--- src/rtl/adder_cmp_pkg.sv ---
// ============================================================================
// Module  : adder_cmp_pkg
// Purpose : Shared types and constants for the adder stimulus/checker slice.
// Rev     : 1.0
// ============================================================================
`default_nettype none

package adder_cmp_pkg;

  typedef enum logic [1:0] {
    IDLE  = 2'd0,
    RUN   = 2'd1,
    DRAIN = 2'd2,
    DONE  = 2'd3
  } state_t;

  localparam logic [31:0] LFSR_TAPS    = 32'h8020_0003;
  localparam int          ERR_W        = 16;
  localparam int          NUM_CORNERS  = 4;
  localparam logic [15:0] CORNER_ALT_A = 16'h5555;
  localparam logic [15:0] CORNER_ALT_B = 16'hAAAA;

endpackage

`default_nettype wire

--- src/rtl/adder_lfsr32.sv ---
// ============================================================================
// Module  : adder_lfsr32
// Purpose : 32-bit right-shifting Galois LFSR with seed load and advance enable.
// Rev     : 1.0
// ============================================================================
`default_nettype none

module adder_lfsr32
  import adder_cmp_pkg::*;
#(
  parameter logic [31:0] SEED = 32'hACE1_1357
) (
  input  logic        clk,
  input  logic        rst,
  input  logic        i_load,
  input  logic        i_adv,
  output logic [31:0] o_state
);

  // An all-zero state would lock up, so a zero seed is replaced by 1.
  localparam logic [31:0] C_SEED = (SEED == 32'h0) ? 32'h1 : SEED;

  logic [31:0] r_state;
  logic [31:0] w_next;

  assign w_next  = {1'b0, r_state[31:1]} ^ (r_state[0] ? LFSR_TAPS : 32'h0);
  assign o_state = r_state;

  always_ff @(posedge clk or posedge rst) begin
    if (rst) begin
      r_state <= C_SEED;
    end else if (i_load) begin
      r_state <= C_SEED;
    end else if (i_adv) begin
      r_state <= w_next;
    end
  end

endmodule

`default_nettype wire

--- config.mk ---
export PLATFORM = sky130hd
export DESIGN_NAME = adder_lfsr32
export DESIGN_NICKNAME = d
export VERILOG_FILES = /design/src/rtl/adder_cmp_pkg.sv /design/src/rtl/adder_lfsr32.sv
export SDC_FILE = /design/constraint.sdc
export NUM_CORES = 1
export LEC_CHECK = 0
export ABC_CLOCK_PERIOD_IN_PS = 800
export CAP_MARGIN = 20
export CORE_MARGIN = 1
export CORE_UTILIZATION = 41
export DETAILED_ROUTE_END_ITERATION = 8
export PLACE_DENSITY = 0.83
export SKIP_CTS_REPAIR_TIMING = 1
export SLEW_MARGIN = 40
export SYNTH_ARGS = -nofsm -noshare
export SYNTH_HDL_FRONTEND = slang
export SYNTH_SLANG_ARGS = --single-unit
--- constraint.sdc ---
create_clock -name clk -period 0.8 [get_ports clk]
set_input_delay 0.08 -clock clk [delete_from_list [all_inputs] [get_ports clk]]
set_output_delay 0.08 -clock clk [all_outputs]
set_load 0.1 [all_outputs]
== Yosys cells after proc, flatten, opt, wreduce, memory -nomap -nowiden ==
Index checks and enable logic that the tools add are counted.

* Flip-flop bits (word level): 32
* Output and inout bits: 32
* Logic and storage cells: 6

* Muxes and demuxes: 3
* Bitwise operators: 1
* Reduce and logical (&&, ||, !) cells: 1

{| class="wikitable"
|+ Operator list
! operator !! number
|-
| two-way mux 32 bit || 3
|-
| bitwise XOR 31 x 32 -> 32 bit || 1
|-
| nonzero test 2 bit || 1
|}

== Depth between registers and ports, before layout ==
* Depth after elaboration: 4
* Gate-level depth with buffers: 4
* Depth with buffers taken out: 2

== Worst setup path before layout ==
No wires, ideal clock.

* Path kind: register -> register
* From: register r_state[0] (netlist: o_state[0])
* To: register r_state[0] (netlist: o_state[0])
* Setup time: 0.082 ns
* Data arrival time: 1.171 ns
* Data required time: 0.718 ns
* Path slack: -0.452 ns
* Cell stages (with the launch flop): 3
* Buffers on the path: 0
* Cells stage by stage: dfstp_2 > and3_1 > o21bai_1

* Word-level cells in the longest chain between the ends: 4

{| class="wikitable"
|+ Ends and longest elaborated chain
! what !! line !! source
|-
| from (decl) || adder_lfsr32.sv:23 || <nowiki>logic [31:0] r_state;</nowiki>
|-
| from (signal assigned) || adder_lfsr32.sv:35 || <nowiki>r_state <= w_next;</nowiki>
|-
| two-way mux 32 bit || adder_lfsr32.sv:26 || <nowiki>assign w_next = {1'b0, r_state[31:1]} ^ (r_state[0] ? LFSR_TAPS : 32'h0);</nowiki>
|-
| bitwise XOR 31 x 32 -> 32 bit || adder_lfsr32.sv:26 ||
|-
| two-way mux 32 bit || adder_lfsr32.sv:34 || <nowiki>end else if (i_adv) begin</nowiki>
|-
| two-way mux 32 bit || adder_lfsr32.sv:32 || <nowiki>end else if (i_load) begin</nowiki>
|}

Every way passes these cells. The select of a mux whose other input is x is not followed.
A chain may end at the register's enable or synchronous reset.

== Worst setup path in the final report ==
* From: register r_state[31] (netlist: o_state[31])
* To: output port o_state[31]

{| class="wikitable"
|+ RTL lines
! what !! line !! source
|-
| to (decl) || adder_lfsr32.sv:17 || <nowiki>output logic [31:0] o_state</nowiki>
|}

No word-level cell between the ends.

==> results.md <==
- Achievable Freq: between 0.8 and 0.9 GHz
- Die width: ~60 µm
- Post-route DRC: 0
- Clock transition at the register clock pins on the worst setup and hold paths after CTS: 0.10 ns
- Number of instances in the placed design: between 150 and 200
- Starting utilization of the core area: between 40% and 50%
- Site row count: 20
- Clock tree from TritonCTS: built
- Critical Path, Cell by Cell: buf_12
- Critical R2R Capture: o_state[21]
- Type of destination of the critical path: primary output
- Total number of vias: around 1000
- Syn_nets: around 110
- Synthesis-to-layout area growth: 82.4%
- Largest register FFs: 32
- Clock period minus worst slack: between 1 and 1.5 ns
- Signal arrival time at the worst endpoint: around 1.2 ns
- Share of the clock period used by the worst path after layout: 155%
- Cell count after synthesis: between 100 and 150
- Global-route wire length before repair: about 4700 µm
- Headroom to the max-slew limit: about four fifths
- CP endpoint: o_state[31]
- Diodes inserted: 0
- Post-place setup slack: -0.309 ns
- Leading cell type in the layout, fill and taps excluded: sky130_fd_sc_hd__buf_12
- Ratio of routed vias to standard cells: 5.00
- Required time reported for the critical path endpoint: 0.72 ns
- 1st-iter DRT viols: 43
- Worst Setup SP: o_state[31]
- Most frequent cells in the layout: sky130_fd_sc_hd__buf_12 (36), sky130_fd_sc_hd__nor2_1 (16), sky130_fd_sc_hd__dfstp_4 (16), sky130_fd_sc_hd__a211o_1 (13), sky130_fd_sc_hd__buf_6 (13)
- Crit Reg-Reg Startpoint: o_state[22]
- Overall overflow remaining after global route: 0
- Avg Synthesized Cell Area: ~13 µm²
- CP Class: register to primary output
- Outcome: finished, violations left
- Power density over the cells: roughly 1900 mW/mm²
- Layout Skew: 0.0137 ns
- Number of clock buffers inserted by TritonCTS: 5
- Full die area: 0.00364 mm²
- Layout Cells excl Fill: between 200 and 250
- Fin nets: 166
- Average wire per cell in the routed design: ~17 µm
- Final worst setup slack: -0.442 ns
- Max rail drop VDD: 1.10 mV
- Final GP Congestion: 0.698
- Port Buffer Count: 35
- Length of the first detailed-routing pass in iterations: 4
- Count of boundary I/O pins: 36
- DIE HEIGHT: between 60 and 70 µm
- Fraction of layout cells with a size suffix above 1: between 60% and 70%
- Number of pins with negative max-slew slack in the final report: 0
- Global router's overall resource usage: a little under a fifth
- Family with the most delay on the worst path: flip-flops
- Failing checks: setup timing
- Maximum number of pins on one net before global-route repair: 34
- Antenna Violating Nets Remaining: 0
- CTS root buffer: sky130_fd_sc_hd__clkbuf_4
- Slew at the pin with the worst max-slew slack: approximately 0.31 ns
- Initial antenna violation count: 0
- Clock latency of the later-clocked register in the worst-skew pair: approximately 0.32 ns
- Number of H-tree levels: 2
- Max-Cap Viols: 0
- Maximum buffer depth of the clock tree: 2
- Logic depth of the worst path, buffers included: 1
- LEAKAGE: around 1.1 nW
- WL final: about 3400 µm
- Core footprint: about 0.0031 mm²
- Combined buffer and inverter count along the critical path: 1
- Warning count from the yosys run: 0
- Clock sinks: 32
- Via count of the first global-routing pass: between 900 and 1000
- Unrepaired setup endpoints after global routing: yes
- Worst-case register-to-register setup slack: -0.28 ns
- Class of the tightest hold or removal check: input port to async pin
- Summed instance area of the synthesized netlist: 0.00140 mm²
- Fraction of the yosys area taken by sequential cells: about three fifths
- Type of origin of the critical path: register
- Count of unique library cells instantiated by Yosys: 18
- Slowest CP cell: sky130_fd_sc_hd__dfstp_4
- Depth of the most critical reg-to-reg path: 3
- Dpl hpwl: 2010 µm
- Final Hold Violating Endpoints: 0
- Count of state elements after synthesis: 32
- Count of fill cells added during filler insertion: approximately 140
- Finish-stage setup viols: 64
- Largest incremental delay on the critical path: approximately 0.66 ns
- Highest fanout seen on the critical path: 3
==> report_power, final <==
group,total (mW),internal [mW],switching [mW],leakage [nW]
sequential,2.00,1.84,0.160,0.358
clock,0.834,0.342,0.492,0.0293
combinational,1.90,0.757,1.14,0.746
total,4.73,2.94,1.79,1.13
==> synth_stat cells (all sizes together) <==
master,number,area share (%)
a21oi,3,1.1
xnor2,2,1.3
dfrtp,16,29
a211o,13,8.2
o21bai,1,0.54
and3,1,0.45
nor2b,14,6.3
buf,8,6.4
clkbuf,1,0.27
dfstp,16,30
mux2i,16,11
nor3,2,0.72
inv,1,0.27
nor2,16,4.3
==> area by class of cell <==
cell class | count | area, µm² | share of cell area (%)
Sequential cell | 32 | 928 | 36.5
Tap cell | 44 | 55.1 | 2.16
Clock inverter | 1 | 5.00 | 0.197
Clock buffer | 7 | 45.0 | 1.77
Inverter | 1 | 3.75 | 0.147
Multi-Input combinational cell | 68 | 601 | 23.6
Timing Repair Buffer | 54 | 907 | 35.6
==> per-stage QoR <==
step	TNS, ns	hold slack, ns	utilization, %	area [µm²]	power (mW)
after floorplan	-9.16	0.184	-	1500	3.09
after global placement	-7.89	0.433	70.7	2210	3.66
after detailed placement	-8.30	0.475	70.7	2210	3.70
after CTS	-14.89	0.109	72.3	2260	4.55
after global routing	-17.73	0.123	81.4	2540	4.91
final	-15.73	0.126	81.4	2540	4.73
==> worst min path at each step <==
stage | slack, ns | end | cells after the start | startpoint
5_1_grt | 0.12 | o_state[17] | 3 | rst
3_3_place_gp | 0.43 | o_state[18] | 3 | rst
3_5_place_dp | 0.48 | o_state[17] | 3 | rst
2_1_floorplan | 0.18 | o_state[10] | 1 | rst
4_1_cts | 0.11 | o_state[17] | 3 | rst
6_report | 0.13 | o_state[17] | 3 | rst
==> cell families (layout without fill, tap and decap cells) <==
| family | after synthesis | after routing | synth area share (%) |
|---|---|---|---|
| compound gates | 17 | 17 | 9.78 |
| xor+xnor | 2 | 2 | 1.26 |
| mux | 16 | 16 | 11.5 |
| buf+inv | 10 | 63 | 6.90 |
| simple gates | 33 | 33 | 11.7 |
| flops | 32 | 32 | 58.8 |
==> metal layers <==
| metal | up-vias | track usage [%] | part of all wire (%) |
|---|---|---|---|
| met1 | 521 | 22.4 | 40 |
| met4 | 0 | 10.3 | 3.4 |
| met2 | 26 | 29.4 | 53 |
| met5 | - | 0 | 0 |
| li1 | 476 | - | - |
| met3 | 11 | 4.90 | 3.3 |
(Power assumes the default switching activity.)
